### config.mk
export PLATFORM = sky130hd
export DESIGN_NAME = sum_xchg_link
export DESIGN_NICKNAME = d
export VERILOG_FILES = /design/src/rtl/sum_xchg_link.sv
export SDC_FILE = /design/constraint.sdc
export NUM_CORES = 1
export LEC_CHECK = 0
export BUFFER_PORTS_ARGS = -buffer_cell sky130_fd_sc_hd__buf_2
export CAP_MARGIN = 10
export CORE_UTILIZATION = 47
export DETAILED_ROUTE_END_ITERATION = 16
export PLACE_DENSITY = 0.78
export SLEW_MARGIN = 20
export SYNTH_ARGS = -nofsm -noshare
export SYNTH_HDL_FRONTEND = slang
export SYNTH_SLANG_ARGS = --single-unit
### constraint.sdc
create_clock -name clk -period 2.9 [get_ports clk]
set_clock_uncertainty 0.05 [all_clocks]
set_input_delay 0.29 -clock clk [delete_from_list [all_inputs] [get_ports clk]]
set_output_delay 0.29 -clock clk [all_outputs]
set_load 0.01 [all_outputs]
### src/rtl/sum_xchg_link.sv
// Bidirectional partial-sum exchange link between core 0 and core 1 with exchange round counter.
// Optional macro SUM_XCHG_ERR_EN implements the sticky overflow/underflow flags and clr_err.

module sum_xchg_fifo #(
    parameter int W     = 24,
    parameter int DEPTH = 4
) (
    input  logic         clk,
    input  logic         rst_n,
    input  logic         push_vld,
    input  logic [W-1:0] push_data,
    input  logic         rd_req,
    output logic [W-1:0] sum_in,
    output logic         rd_vld,
    output logic         pop,
    output logic         ovf_evt,
    output logic         udf_evt
);
    localparam int AW = $clog2(DEPTH);
    localparam logic [AW:0] PTR_ONE = 1;

    logic [AW:0]  wr_ptr_q, wr_ptr_d, rd_ptr_q, rd_ptr_d;
    logic [W-1:0] mem_q [DEPTH];
    logic [W-1:0] mem_d [DEPTH];
    logic [W-1:0] sum_in_q, sum_in_d;
    logic         rd_vld_q, rd_vld_d;
    logic         full, empty, push;

    assign empty = (wr_ptr_q == rd_ptr_q);
    assign full  = (wr_ptr_q[AW] != rd_ptr_q[AW]) && (wr_ptr_q[AW-1:0] == rd_ptr_q[AW-1:0]);

    // A pop frees a slot at the same edge, so a push into a full FIFO is still taken.
    assign pop     = rd_req && !empty;
    assign push    = push_vld && (!full || pop);
    assign ovf_evt = push_vld && full && !pop;
    assign udf_evt = rd_req && empty;

    always_comb begin
        mem_d    = mem_q;
        wr_ptr_d = wr_ptr_q;
        rd_ptr_d = rd_ptr_q;
        sum_in_d = sum_in_q;
        rd_vld_d = pop;
        if (push) begin
            mem_d[wr_ptr_q[AW-1:0]] = push_data;
            wr_ptr_d = wr_ptr_q + PTR_ONE;
        end
        if (pop) begin
            sum_in_d = mem_q[rd_ptr_q[AW-1:0]];
            rd_ptr_d = rd_ptr_q + PTR_ONE;
        end
    end

    always_ff @(posedge clk or negedge rst_n) begin
        if (!rst_n) begin
            wr_ptr_q <= '0;
            rd_ptr_q <= '0;
            sum_in_q <= '0;
            rd_vld_q <= 1'b0;
        end else begin
            wr_ptr_q <= wr_ptr_d;
            rd_ptr_q <= rd_ptr_d;
            sum_in_q <= sum_in_d;
            rd_vld_q <= rd_vld_d;
        end
    end

    // Storage needs no reset: reset empties the FIFO through the pointers.
    always_ff @(posedge clk) begin
        mem_q <= mem_d;
    end

    assign sum_in = sum_in_q;
    assign rd_vld = rd_vld_q;
endmodule

module sum_xchg_link #(
    parameter int bw_psum = 20,
    parameter int DEPTH   = 4
) (
    input  logic               clk,
    input  logic               reset,
    input  logic [bw_psum+3:0] c0_sum_out,
    input  logic               c0_sum_out_vld,
    input  logic               c0_fifo_ext_rd,
    output logic [bw_psum+3:0] c0_sum_in,
    output logic               c0_sum_rd_vld,
    input  logic [bw_psum+3:0] c1_sum_out,
    input  logic               c1_sum_out_vld,
    input  logic               c1_fifo_ext_rd,
    output logic [bw_psum+3:0] c1_sum_in,
    output logic               c1_sum_rd_vld,
    input  logic               clr_err,
    output logic [1:0]         link_ovf,
    output logic [1:0]         link_udf,
    output logic [7:0]         round_cnt
);
    localparam int W = bw_psum + 4;

    localparam logic [1:0] WAIT_BOTH = 2'd0;
    localparam logic [1:0] WAIT_C0   = 2'd1;
    localparam logic [1:0] WAIT_C1   = 2'd2;

    logic       dlv0, dlv1;
    logic [1:0] ovf_evt, udf_evt;

    // FIFO A carries core 0 sums to core 1.
    sum_xchg_fifo #(.W(W), .DEPTH(DEPTH)) u_fifo_a (
        .clk(clk), .rst_n(reset),
        .push_vld(c0_sum_out_vld), .push_data(c0_sum_out),
        .rd_req(c1_fifo_ext_rd),
        .sum_in(c1_sum_in), .rd_vld(c1_sum_rd_vld), .pop(dlv1),
        .ovf_evt(ovf_evt[0]), .udf_evt(udf_evt[1])
    );

    sum_xchg_fifo #(.W(W), .DEPTH(DEPTH)) u_fifo_b (
        .clk(clk), .rst_n(reset),
        .push_vld(c1_sum_out_vld), .push_data(c1_sum_out),
        .rd_req(c0_fifo_ext_rd),
        .sum_in(c0_sum_in), .rd_vld(c0_sum_rd_vld), .pop(dlv0),
        .ovf_evt(ovf_evt[1]), .udf_evt(udf_evt[0])
    );

    logic [1:0] state_q, state_d;
    logic [7:0] round_cnt_q, round_cnt_d;

    always_comb begin
        state_d     = state_q;
        round_cnt_d = round_cnt_q;
        case (state_q)
            WAIT_BOTH: begin
                if (dlv0 && dlv1) round_cnt_d = round_cnt_q + 8'd1;
                else if (dlv1)    state_d = WAIT_C0;
                else if (dlv0)    state_d = WAIT_C1;
            end
            WAIT_C0: begin
                if (dlv0) begin
                    round_cnt_d = round_cnt_q + 8'd1;
                    state_d     = WAIT_BOTH;
                end
            end
            WAIT_C1: begin
                if (dlv1) begin
                    round_cnt_d = round_cnt_q + 8'd1;
                    state_d     = WAIT_BOTH;
                end
            end
            default: state_d = WAIT_BOTH;
        endcase
    end

    always_ff @(posedge clk or negedge reset) begin
        if (!reset) begin
            state_q     <= WAIT_BOTH;
            round_cnt_q <= '0;
        end else begin
            state_q     <= state_d;
            round_cnt_q <= round_cnt_d;
        end
    end

    assign round_cnt = round_cnt_q;

`ifdef SUM_XCHG_ERR_EN
    logic [1:0] link_ovf_q, link_ovf_d, link_udf_q, link_udf_d;

    // A fresh error in the clearing cycle keeps its flag set.
    always_comb begin
        link_ovf_d = (clr_err ? 2'b00 : link_ovf_q) | ovf_evt;
        link_udf_d = (clr_err ? 2'b00 : link_udf_q) | udf_evt;
    end

    always_ff @(posedge clk or negedge reset) begin
        if (!reset) begin
            link_ovf_q <= '0;
            link_udf_q <= '0;
        end else begin
            link_ovf_q <= link_ovf_d;
            link_udf_q <= link_udf_d;
        end
    end

    assign link_ovf = link_ovf_q;
    assign link_udf = link_udf_q;
`else
    logic unused_err;
    assign unused_err = ^{clr_err, ovf_evt, udf_evt};
    assign link_ovf   = 2'b00;
    assign link_udf   = 2'b00;
`endif
endmodule

# After elaboration in Yosys (flattened, before gate mapping)
# Cells that the tools add are included.
totals:
  regBits: 264
  out_inout_bits: 62
op_classes:
  add_sub_neg: 5
  order_cmp: 6
  n_eq_ne: 13
  n_mux: 22
  bitwise_logic: 4
  reduce_logical: 19
op_table:
  columns: ["op", "n"]
  rows:
  - ["96-bit bitwise mux", 2]
  - ["24-bit two-way mux", 6]
  - ["24-bit binary-select mux with 2-bit select", 2]
  - ["24-bit demux with 2-bit select", 2]
  - ["8-bit two-way mux", 3]
  - ["8-bit one-hot mux with 3 select lines", 1]
  - ["3-bit by 1-bit adder with 3-bit output, second input constant", 4]
  - ["3-bit >= comparator, second input constant", 4]
  - ["2-bit NOT with 3-bit output", 4]
  - ["2-bit two-way mux", 5]
  - ["1-bit logical AND", 9]
  - ["8-bit by 1-bit adder with 8-bit output, second input constant", 1]
  - ["2-bit inequality test, second input constant", 4]
  - ["4-bit AND reduction", 2]
  - ["3-bit == test", 2]
  - ["3-bit by 1-bit less-than comparator with 1-bit output, second input constant", 2]
  - ["2-bit one-hot mux with 3 select lines", 1]
  - ["2-bit == test", 2]
  - ["1-bit logical NOT", 4]
  - ["3-bit inequality test, second input constant", 1]
  - ["3-bit nonzero test", 1]
  - ["2-bit by 1-bit == test with 1-bit output, second input constant", 1]
  - ["2-bit == test, second input constant", 1]
  - ["2-bit logical NOT", 1]
  - ["other kinds (2)", 4]

# Longest topological paths before layout
logic_depth:
  word_depth: 7
  ltp_mapped: 7

# Hierarchy
# Synthesis repeated with hierarchy kept, for this count alone.
hier_totals:
  hier_cells: 472
  hier_area_um2: 10301.1
modules_own_cells:
  columns: ["mod", "instances", "cells_each", "area_per_inst_um2", "seq_area_each_um2"]
  rows:
  - ["sum_xchg_fifo", 2, 217, 4921.0, 3658.5]
  - ["sum_xchg_link", 1, 38, 459.2, 250.2]

# Worst setup path after synthesis
# OpenSTA, ideal clock, no wires.
synth_timing:
  kind: "flip-flop to flip-flop"
  from: "reg u_fifo_b.rd_ptr_q[0]"
  to: "reg u_fifo_b.mem_q[0] (netlist bit) (enable)"
  arrival_time_ps: 1991
  required_time_ps: 2443
  setup_slack_ps: 452
  path_stages_with_launch: 6
  path_buffers: 1
  period_less_slack_ps: 2448
  path_cell_list: "dfrtp_1 > buf_4 > xnor2_2 > nand2_1 > o31ai_4 > nor2_1"
synth_between:
  elab_chain_cells: 5
synth_rtl:
  columns: ["item", "line_no", "source"]
  rows:
  - ["start, declared", "22", "logic [AW:0] wr_ptr_q, wr_ptr_d, rd_ptr_q, rd_ptr_d;"]
  - ["start signal, assigned", "62", "rd_ptr_q <= rd_ptr_d;"]
  - ["3-bit == test / 2-bit == test (equally long branches)", "29, 30", null]
  - ["1-bit logical NOT / 1-bit logical AND (equally long branches)", "33, 30", null]
  - ["1-bit logical AND / 1-bit logical NOT (equally long branches)", "33, 34", null]
  - ["1-bit logical OR (*)", "34", "assign push = push_vld && (!full || pop);"]
  - ["1-bit logical AND (*)", "34", null]
  - ["end signal, assigned", "70", "mem_q <= mem_d;"]
  - ["end, declared", "23", "logic [W-1:0] mem_q [DEPTH];"]
# Mark *: on every way between the ends. The rest lies on a longest branch, timed or not.
# A chain may end at the register's enable or synchronous reset.

# Worst setup path in the final report
layout_timing:
  from: "reg u_fifo_b.wr_ptr_q[0]"
  to: "reg u_fifo_b.mem_q[8] (netlist bit) (enable)"
layout_between:
  elab_chain_cells: 5
layout_rtl:
  columns: ["item", "line_no", "source"]
  rows:
  - ["start, declared", "22", null]
  - ["start signal, assigned", "61", "wr_ptr_q <= wr_ptr_d;"]
  - ["3-bit == test / 2-bit == test (equally long branches)", "29, 30", null]
  - ["1-bit logical NOT / 1-bit logical AND (equally long branches)", "33, 30", null]
  - ["1-bit logical AND / 1-bit logical NOT (equally long branches)", "33, 34", null]
  - ["1-bit logical OR (*)", "34", null]
  - ["1-bit logical AND (*)", "34", null]
# Marks and branches as above.

==> impl_metrics.toml <==
[floorplan]
core_area_um2 = 20960
rows = 53
ios = 117
die_x_um = 147.9
die-area_um2 = 21880
die_h_um = 147.9
start_util_pct = 47.76

[clock_network]
cts_buffers = 26
clk_path_buf_depth = 3
clk_pin_slew_ns = 0.06
clk_latency_ns = 0.51
post_cts_buffers = 0
root_buffer = "clkbuf_16"
h-tree-depth = 1
cts_tree = "yes"
clock-sinks = 264

[synthesis]
seq_area_frac_synth_pct = 75.61
ys_types = 26
synth_area_um2 = 10010
ys_seq_elements = 264
synth_area_leaders = "edfxtp_1 (58%), dfrtp_1 (18%), mux4_2 (11%)"
syn_inst = 464
yosys_warnings = 0
yosysTopAreaCellShare_pct = 57.61
synth_top_cell_by_area = "edfxtp_1"
postSynthAreaPerCell_um2 = 21.57

[cells_and_area]
drive_above_1_share_pct = 41.80
area_delta_synth_final_pct = 23.12
utilization_pct = 58.80
final_cell_mix = "edfxtp_1 (192), buf_2 (110), dfrtp_1 (70)"
layout.nets = 712
layout_commonest_cell = "edfxtp_1"
num_antenna_cells = 0
fin_area_um2 = 12320

[detailed_routing]
vias_per_cell = 5.230
firstDrtPassIters = 6
via_count = 4916
drtIter0Drc = 230
drc = 0
routed_wl_mm = 18.66
final_antenna_net_count = 0
wire_per_inst_um = 19.85

[sta]
max_slew.worst_pin.slew_ns = 0.7436
max-slew-margin-rel_pct = 50.43
slew_violations = 0
period_share_pct = 75.92
rsz0062_at_grt = "no"
min_period_ns = 2.202
setup_tns_ns = 0
hold_violations = 0
setup_viol = 0
fmax_mhz = 454.2

[critical_path]
worst-path-buf-inv = 1
r2r-end = "u_fifo_b.mem_q[8]"
worstPathArrival_ns = 2.35
required_ns = 3.04
worst_setup_path_start_kind = "flop"
worst_setup_path_end_kind = "flop"
worst_r2r_startpoint = "u_fifo_b.wr_ptr_q[0]"
crit_slowest_cell = "nor2_2"
crit_chain = "xnor2_2 > nand2_1 > o31ai_4 > nor2_2 > buf_4"
path_max_fanout = 15
r2r_cells = 5
worstSetupPathType = "reg2reg"
crit_family = "simple AND/OR/NAND/NOR gates"
r2r_slack_ns = 0.70
cp_slowest_stage_delay_ns = 0.54
critPathLaunch = "u_fifo_b.wr_ptr_q[0]"

[status]
status = "finished, final reports clean"

[grt]
grt_pass1_vias = 5451
overflow = 0
antenna_found_initial = 1
grt_first_pass_wirelength_mm = 29.47
grt_use_total_pct = 17.71
grt_max_degree = 73

[power]
p_leak_nw = 4.605
power_mw = 13.02
ir_drop_mv = 0.7119
power-per-cell-area_nw_per_um2 = 1057

[place]
place_area_um2 = 10920
port_buffers = 111
gp_congestion = 0.7454
place_hpwl_mm = 10.97

[hold_path]
hold_end = "u_fifo_b.wr_ptr_q[0]"
min-delay-start = "c1_sum_out_vld"
whs_path_depth = 3
hold_path_class = "in2reg"

[run]
drv_cap = 0
## layout make-up
cell class	instances	area, um^2
timing repair buffer	174	1157
clock buffer	35	765.7
multi-input combinational	166	2292
fill	1526	8633
clock inverter	12	140.1
tap	275	344.1
sequential	264	7570
inverter	14	52.55
## sequential cells by signal, indices dropped and copies added (netlist names)
name / flops
u_fifo_b.mem_q: 96
state_q: 2
u_fifo_a.sum_in: 24
round_cnt: 8
u_fifo_a.mem_q: 96
u_fifo_b.wr_ptr_q: 3
u_fifo_a.wr_ptr_q: 3
u_fifo_a.rd_ptr_q: 3
u_fifo_b.rd_ptr_q: 3
u_fifo_b.sum_in: 24
u_fifo_a.rd_vld: 1
u_fifo_b.rd_vld: 1
## how the worst max path moves through the flow
stage	end	cells past startpoint	slack [ns]
6_report	u_fifo_b.mem_q[8]	5	0.70
5_1_grt	u_fifo_b.mem_q[1]	5	0.57
4_1_cts	u_fifo_b.mem_q[1]	5	0.65
3_5_place_dp	u_fifo_b.mem_q[10]	5	0.66
3_3_place_gp	u_fifo_b.mem_q[10]	5	0.74
2_1_floorplan	u_fifo_b.mem_q[0]	5	0.45
## cells by family (layout without fill, tap and decap cells)
family,Yosys count,count (layout),share of synthesized area (%)
buf+inv,37,235,1.888
other cells,1,4,0.03747
flops,264,264,75.61
mux,101,101,16.80
fa+ha+maj,11,11,1.375
simple gates,23,23,1.050
xor+xnor,21,21,2.288
compound gates,6,6,0.9501
## timing repair
item,in CTS,in global routing
gates resized for setup,0,0
hold buffers,49,0
hold endpoints to repair,264,0
## Yosys cell counts, drive strengths merged
master and instances:
inv 14, xnor2 16, and3 2, clkbuf 4
nand4 5, nor3 1, o31ai 2, buf 19
edfxtp 192, a31oi 2, nor2 9, mux4 48
nand2 6, ha 11, dfrtp 72, o21a 1
o221a 1, conb 1, xor2 5, mux2 53
## where the power goes
part / internal [mW] / switching (mW) / leakage, nW
logic: 1.91 / 1.95 / 1.54
registers: 5.21 / 0.499 / 2.61
clock network: 2.11 / 1.34 / 0.450
## stage by stage
| stage | setup WS, ns | hold slack (ns) | cells |
|---|---|---|---|
| 6_report | 0.6984 | 0.08108 | 940 |
| 5_1_grt | 0.5674 | 0.08115 | 940 |
| 4_1_cts | 0.6549 | 0.05306 | 940 |
| 3_5_place_dp | 0.6578 | 0.4164 | 844 |
| 3_3_place_gp | 0.7436 | 0.4081 | 844 |
| 2_1_floorplan | 0.4516 | -0.05559 | 467 |
## worst register-to-register path, stage by stage, from the launching register on
cell	delay [ns]
dfrtp_1	0.46
xnor2_2	0.21
nand2_1	0.13
o31ai_4	0.11
nor2_2	0.54
buf_4	0.38
## layer usage
metal  global-route usage (%)  vias to the layer above  wire length [um]
met5                        0                        -                13
met4                    4.588                        2               280
met1                    21.61                     2537              7370
met3                    4.043                       31              1214
met2                    31.72                      170              9776
li1                         -                     2176                 -
Power figures use the tool's default switching activity.
